[src/rtl/press_classifier.sv]
// Classifies debounced key presses into short-press, long-press and auto-repeat events,
// and keeps a wrapping count of short plus long presses.
module press_classifier #(
  parameter int LONG_CYCLES   = 1000,
  parameter int REPEAT_CYCLES = 250,
  parameter int HOLD_W        = 16,
  parameter int CNT_W         = 8
) (
  input  logic             clk,
  input  logic             rst,
  input  logic             btn,
  input  logic             clr,
  output logic             short_press,
  output logic             long_press,
  output logic             repeat_tick,
  output logic             held,
  output logic [CNT_W-1:0] press_cnt
);

  typedef enum logic [1:0] {
    S_IDLE    = 2'd0,
    S_PRESSED = 2'd1,
    S_HELD    = 2'd2
  } state_t;

  localparam logic [HOLD_W-1:0] LONG_LAST = HOLD_W'(LONG_CYCLES - 1);
  localparam logic [HOLD_W-1:0] REP_LAST  = HOLD_W'(REPEAT_CYCLES - 1);

  state_t             state_q;
  logic [HOLD_W-1:0]  hold_cnt_q;
  logic [HOLD_W-1:0]  rep_cnt_q;
  logic               short_q;
  logic               long_q;
  logic               tick_q;
  logic               held_q;
  logic [CNT_W-1:0]   cnt_q;
  logic               press_evt_d;

  // A press is decided either by release in PRESSED or by reaching the long threshold.
  always_comb begin
    press_evt_d = 1'b0;
    if (state_q == S_PRESSED) begin
      press_evt_d = (!btn) || (hold_cnt_q == LONG_LAST);
    end else begin
      press_evt_d = 1'b0;
    end
  end

  always_ff @(posedge clk) begin
    if (rst) begin
      state_q    <= S_IDLE;
      hold_cnt_q <= '0;
      rep_cnt_q  <= '0;
      short_q    <= 1'b0;
      long_q     <= 1'b0;
      tick_q     <= 1'b0;
      held_q     <= 1'b0;
      cnt_q      <= '0;
    end else begin
      short_q <= 1'b0;
      long_q  <= 1'b0;
      tick_q  <= 1'b0;
      case (state_q)
        S_IDLE: begin
          held_q <= 1'b0;
          if (btn) begin
            state_q    <= S_PRESSED;
            hold_cnt_q <= '0;
          end
        end
        // Release is checked first so it wins over the long threshold on the same edge.
        S_PRESSED: begin
          if (!btn) begin
            state_q <= S_IDLE;
            short_q <= 1'b1;
            held_q  <= 1'b0;
          end else if (hold_cnt_q == LONG_LAST) begin
            state_q   <= S_HELD;
            rep_cnt_q <= '0;
            long_q    <= 1'b1;
            held_q    <= 1'b1;
          end else begin
            hold_cnt_q <= hold_cnt_q + HOLD_W'(1);
          end
        end
        S_HELD: begin
          if (!btn) begin
            state_q <= S_IDLE;
            held_q  <= 1'b0;
          end else if (rep_cnt_q == REP_LAST) begin
            tick_q    <= 1'b1;
            rep_cnt_q <= '0;
            held_q    <= 1'b1;
          end else begin
            rep_cnt_q <= rep_cnt_q + HOLD_W'(1);
            held_q    <= 1'b1;
          end
        end
        default: begin
          state_q <= S_IDLE;
          held_q  <= 1'b0;
        end
      endcase
      // Clear has priority over a simultaneous press event.
      if (clr) begin
        cnt_q <= '0;
      end else if (press_evt_d) begin
        cnt_q <= cnt_q + CNT_W'(1);
      end
    end
  end

  assign short_press = short_q;
  assign long_press  = long_q;
  assign repeat_tick = tick_q;
  assign held        = held_q;
  assign press_cnt   = cnt_q;

endmodule

[config.mk]
export PLATFORM = sky130hd
export DESIGN_NAME = press_classifier
export DESIGN_NICKNAME = d
export VERILOG_FILES = /design/src/rtl/press_classifier.sv
export SDC_FILE = /design/constraint.sdc
export NUM_CORES = 1
export LEC_CHECK = 0
export CAP_MARGIN = 20
export CORE_MARGIN = 2
export CORE_UTILIZATION = 58
export CTS_CLUSTER_SIZE = 8
export DETAILED_ROUTE_END_ITERATION = 8
export GPL_TIMING_DRIVEN = 0
export PLACE_DENSITY = 0.76
export SLEW_MARGIN = 15
export SYNTH_ARGS = -nofsm -noshare
export SYNTH_HDL_FRONTEND = slang
export SYNTH_SLANG_ARGS = --single-unit
export TNS_END_PERCENT = 100
[constraint.sdc]
create_clock -name clk -period 3.07 [get_ports clk]
set_clock_uncertainty 0.15 [all_clocks]
set_input_delay 0.307 -clock clk [delete_from_list [all_inputs] [get_ports clk]]
set_output_delay 0.307 -clock clk [all_outputs]
set_load 0.02 [all_outputs]
[Word-level counts from Yosys, hierarchy flattened]
Cells that the tools add are included.
Operators by class
  $add $sub $neg: 3
  eq/ne operators: 11
  muxes and demuxes: 22
  bitwise gates (word level): 3
  reduce and logical (&&, ||, !) cells: 12
Operators with widths (number)
  16-bit 2-to-1 mux: 7
  16-bit case mux with 2 select lines: 2
  16-bit by 1-bit adder with 16-bit output, second input constant: 2
  16-bit by 10-bit == test with 1-bit output, second input constant: 1
  16-bit by 8-bit == test with 1-bit output, second input constant: 1
  2-bit != test, second input constant: 5
  8-bit by 1-bit adder with 8-bit output, second input constant: 1
  2-bit 2-to-1 mux: 4
  4-bit AND reduction: 2
  1-bit 2-to-1 mux: 7
  2-bit case mux with 3 select lines: 1
  3-bit OR reduction: 2
  2-bit nonzero test: 2
  2-bit OR reduction: 2
  3-bit by 2-bit != test with 1-bit output, second input constant: 1
  1-bit inverter: 3
  3-bit AND reduction: 1
  2-bit by 1-bit == test with 1-bit output, second input constant: 1
  2-bit == test, second input constant: 1
  2-bit logical NOT: 1
  2-bit by 1-bit != test with 1-bit output, second input constant: 1
  1-bit case mux with 2 select lines: 1
  1-bit logical NOT: 1
  1-bit logical OR: 1
Storage, ports and cells
  flip-flop bits (word level): 46
  input bits: 4
  output and inout port bits: 12
  word-level logic and storage cells: 59

[Longest topological paths before layout]
  depth after elaboration: 4
  depth in mapped cells: 9
  mapped depth without buffers: 7

[Worst setup path before layout]
OpenSTA, ideal clock, no wires.
  kind: register -> register
  start point: reg state_q[1]
  end point: reg hold_cnt_q[2]
  setup time: 128 ps
  arrival: 1858 ps
  required time: 2792 ps
  setup slack: 935 ps
  cell stages (with the launch flop): 10
  path buffers: 2
  clock period less this slack: 2135 ps
  path through: dfxtp_1 -> inv_1 -> ha_1 -> buf_2 -> and4b_1 -> and4_1 -> buf_6 -> or3b_2 -> xor2_1 -> nor2_1
On the way
  cells in the longest elaborated chain, start to end: 3
  elaborated cells on any way between the ends: 8
  classes of those cells: 4 x eq/ne; 1 x mux; 3 x reduce/logical
RTL lines
  from (decl): line 29  | state_t state_q;
  from (signal assigned): line 51  | state_q <= S_IDLE;
  from (signal assigned): line 67  | state_q <= S_PRESSED;
  from (signal assigned): line 74  | state_q <= S_IDLE;
  2-bit by 1-bit == test with 1-bit output / 2-bit logical NOT (equally long branches): line 63  | case (state_q)
  2-bit != test (no line) / 2-bit nonzero test (equally long branches)
  4-bit AND reduction (no line)
  to (signal assigned): line 83  | hold_cnt_q <= hold_cnt_q + HOLD_W'(1);
  to (decl): line 30  | logic [HOLD_W-1:0] hold_cnt_q;
Several ways; a longest one is shown, not always the timed one.
A chain may end at the register's enable or synchronous reset.

[Worst setup path after layout]
  start point: reg state_q[1]
  end point: reg rep_cnt_q[6]
On the way
  cells in the longest elaborated chain, start to end: 3
  elaborated cells on any way between the ends: 8
  classes of those cells: 5 x eq/ne; 1 x mux; 2 x reduce/logical
RTL lines
  2-bit by 1-bit == test with 1-bit output / 2-bit == test (equally long branches): line 63
  2-bit by 1-bit != test with 1-bit output (no line) (tied with other cells)
  4-bit AND reduction (no line)
  to (signal assigned): line 95  | rep_cnt_q <= rep_cnt_q + HOLD_W'(1);
  to (decl): line 31  | logic [HOLD_W-1:0] rep_cnt_q;
Several ways; a longest one is shown, not always the timed one.

==> flow_summary.json <==
{
  "grt_pass1_vias": 1925,
  "die_y_microns": 68.39,
  "fillers": 341,
  "root_buffer": "clkbuf_8",
  "netSwitchingPower_mw": 0.2585,
  "r2r-start": "state_q[1]",
  "gr-total-overflow": 0,
  "period_needed_ns": 2.539,
  "hold_path_class": "flop to flop",
  "end_kind": "flop",
  "clk_latency_ns": 0.30,
  "drc": 0,
  "ir_drop_mv": 0.2552,
  "min_from": "held",
  "ys_async_sr_fraction_pct": 0,
  "dpl.hpwl_microns": 3778,
  "cts_hold_buf": 0,
  "slew_headroom_pct": 50.95,
  "clkSinkCount": 46,
  "crit_buf_inv": 3,
  "drive_above_1_share_pct": 8.469,
  "yosys-top-cells-area": "dfxtp_1, xnor2_1, nand3_1",
  "cts_resized": 0,
  "first_pass_iters": 5,
  "clkTransAtPathRegs_ns": 0.09,
  "synth_compound_area_share_pct": 15.04,
  "grt_max_degree": 16,
  "synthSimpleGateAreaFrac_pct": 30.75,
  "ys_seq_area_share_pct": 38.29,
  "crit_chain": "inv_1 > ha_1 > buf_2 > and4b_1 > nand4_1 > o21ai_1 > buf_2 > a21oi_1 > a21o_1",
  "pwr-share-comb_pct": 5.5,
  "worst_pin_slew_ns": 0.7291,
  "muxShareOfSynthArea_pct": 0,
  "outcome": "finished clean",
  "synth_top_family_by_area": "simple AND/OR/NAND/NOR gates",
  "ys_warn_count": 0,
  "synth_common_cells": "dfxtp_1, nor2_1, nand3_1, nand2_1",
  "cp.required_ns": 3.12,
  "yosysMostFrequentCell": "dfxtp_1",
  "antenna_found_initial": 0,
  "synth_adder_area_share_pct": 3.642,
  "reg2reg_to": "rep_cnt_q[6]",
  "switching_share_pct": 21.45,
  "r2r_setup_slack_ns": 0.53,
  "drtIter0Drc": 166,
  "pin_count": 16,
  "ant_nets": 0,
  "final_util_pct": 68.63,
  "reg2reg_depth": 9,
  "p_seq_share_pct": 50.1,
  "cts_buffers": 5,
  "portBuffers": 14,
  "arrival_ns": 2.59,
  "start_util_pct": 60.12,
  "grt_usage_pct": 25.63,
  "ys_ff_latch": 46,
  "finalCritPeriodShare_pct": 82.70,
  "fmax_mhz": 393.9,
  "grt_pass1_wl_microns": 9045,
  "crit_path_top_delay_cell": "o21ai_1",
  "p_per_area_nw_per_um2": 438.9,
  "dieArea_sq_um": 4677,
  "final.setup.tns_ns": 0,
  "leakagePower_nw": 0.9164,
  "cts.htree.levels": 2,
  "cp_slowest_stage_delay_ns": 0.45,
  "slew_violations": 0,
  "min_to": "held",
  "placement_rows": 23,
  "syn_to_final_growth_pct": 14.15,
  "ys_types": 52,
  "multi_input_area_sq_um": 1373,
  "cts_tree": "yes",
  "vias": 2181,
  "drt-total-wl_microns": 5395,
  "p_int_mw": 0.9464,
  "avgSynthCellArea_sq_um": 8.438,
  "vias_per_cell": 6.109,
  "place_congestion": 0.8962,
  "register_area_sq_um": 920.9,
  "cp_common_cell": "buf_2",
  "synth_xor_area_share_pct": 7.648,
  "path_class": "flop to flop",
  "yosys.area.top_type": "dfxtp_1",
  "worst_setup_path_start_kind": "flop",
  "cts_setup_buffers": 0,
  "synth_edf_count": 0,
  "finalSetupViolCount": 0,
  "synth_top_area_share_pct": 38.29,
  "maxCapViolations": 0,
  "diodes": 0,
  "critical-path-top-delay-family": "compound AO/OA/AOI/OAI gates",
  "nNetsFinal": 317,
  "synth-main-ff-cell": "dfxtp_1",
  "fin_ws_ns": 0.5312,
  "finalHoldViolations": 0,
  "clock_path_buffers": 2,
  "wl_per_cell_microns": 15.11,
  "core-area_sq_um": 4000,
  "synth_cells": 285,
  "pre_cts_slack_ns": 0.4464,
  "worstHoldPathCells": 2,
  "syn-num-nets": 296,
  "pwr-share-clk_pct": 44.4,
  "cp_max_fo": 10,
  "synthesis.area_sq_um": 2405,
  "die_w_microns": 68.39,
  "rsz0062_at_grt": "no"
}
==> worst register-to-register path, delay by kind of cell, from the launching register on <==
family / cells / cell delay [ns]
buf+inv: 3 / 0.61
fa+ha+maj: 1 / 0.14
compound gates: 3 / 0.70
flops: 1 / 0.32
simple gates: 2 / 0.53
==> metal layers <==
metal | vias up | track usage [%] | wire, microns | share of wire [%]
met5 | - | 0 | 0 | 0
met4 | 0 | 7.500 | 38 | 0.70
met3 | 4 | 5.263 | 239 | 4.4
met2 | 53 | 38.94 | 2502 | 46
met1 | 1036 | 36.42 | 2614 | 48
li1 | 1088 | - | - | -
==> cell usage in the layout, fill, tap and decap left out, types with 13 or more instances in the layout <==
| master | netlist | final |
|---|---|---|
| nand2_1 | 20 | 20 |
| o21ai_0 | 13 | 13 |
| a21oi_1 | 15 | 15 |
| clkdlybuf4s50_1 | 0 | 14 |
| nor2_1 | 28 | 28 |
| xnor2_1 | 15 | 15 |
| nand3_1 | 26 | 26 |
| nor4_1 | 13 | 13 |
| dfxtp_1 | 46 | 46 |
==> power by group through the flow <==
stage | registers, mW | clock network [mW] | logic, mW
finish | 0.604 | 0.535 | 0.0661
global route | 0.605 | 0.571 | 0.0733
CTS | 0.604 | 0.548 | 0.0656
detailed placement | 0.618 | 0 | 0.0648
global placement | 0.618 | 0 | 0.0640
floorplan | 0.619 | 0 | 0.0423
==> per-stage QoR <==
| stage | hold WS (ns) | instances | power [mW] | cell area (sq um) |
|---|---|---|---|---|
| after global placement | 0.3062 | 349 | 0.6820 | 2608 |
| final | 0.3265 | 357 | 1.205 | 2745 |
| after floorplan | 0.3073 | 285 | 0.6617 | 2405 |
| after CTS | 0.3227 | 357 | 1.217 | 2745 |
| after global routing | 0.3437 | 357 | 1.250 | 2745 |
| after detailed placement | 0.3102 | 349 | 0.6830 | 2608 |
==> logic make-up (layout without fill, tap and decap cells) <==
| group | after synthesis | after routing |
|---|---|---|
| DFF | 46 | 46 |
| buffers and inverters | 24 | 46 |
| xor gates and xnor gates | 21 | 21 |
| and+or+nand+nor | 133 | 133 |
| AOI/OAI and AO/OA | 54 | 54 |
| adders and majority gates | 7 | 7 |
==> sequential cells by signal (all words and copies together), names as in the netlist <==
name / flops
held: 1
hold_cnt_q: 16
long_press: 1
press_cnt: 8
rep_cnt_q: 16
repeat_tick: 1
short_press: 1
state_q: 2
==> worst max path at each step <==
stage / start / end / slack [ns] / cells after the start
after global placement: btn / hold_cnt_q[13] / 0.46 / 7
after CTS: state_q[1] / rep_cnt_q[6] / 0.56 / 9
after floorplan: state_q[1] / hold_cnt_q[2] / 0.93 / 9
after detailed placement: btn / hold_cnt_q[13] / 0.45 / 7
final: state_q[1] / rep_cnt_q[6] / 0.53 / 9
after global routing: state_q[1] / rep_cnt_q[12] / 0.32 / 9
==> layout make-up <==
class                   count  area share [%]
inverters                  11           1.504
clock inverters             3           2.507
clock buffers               5           2.507
flip-flops and latches     46           33.55
well taps                  50           2.279
repair buffers             14           5.105
plain buffers              13           2.552
multi-input cells         215           50.00
Note: power is estimated with default switching activity, not from simulation.
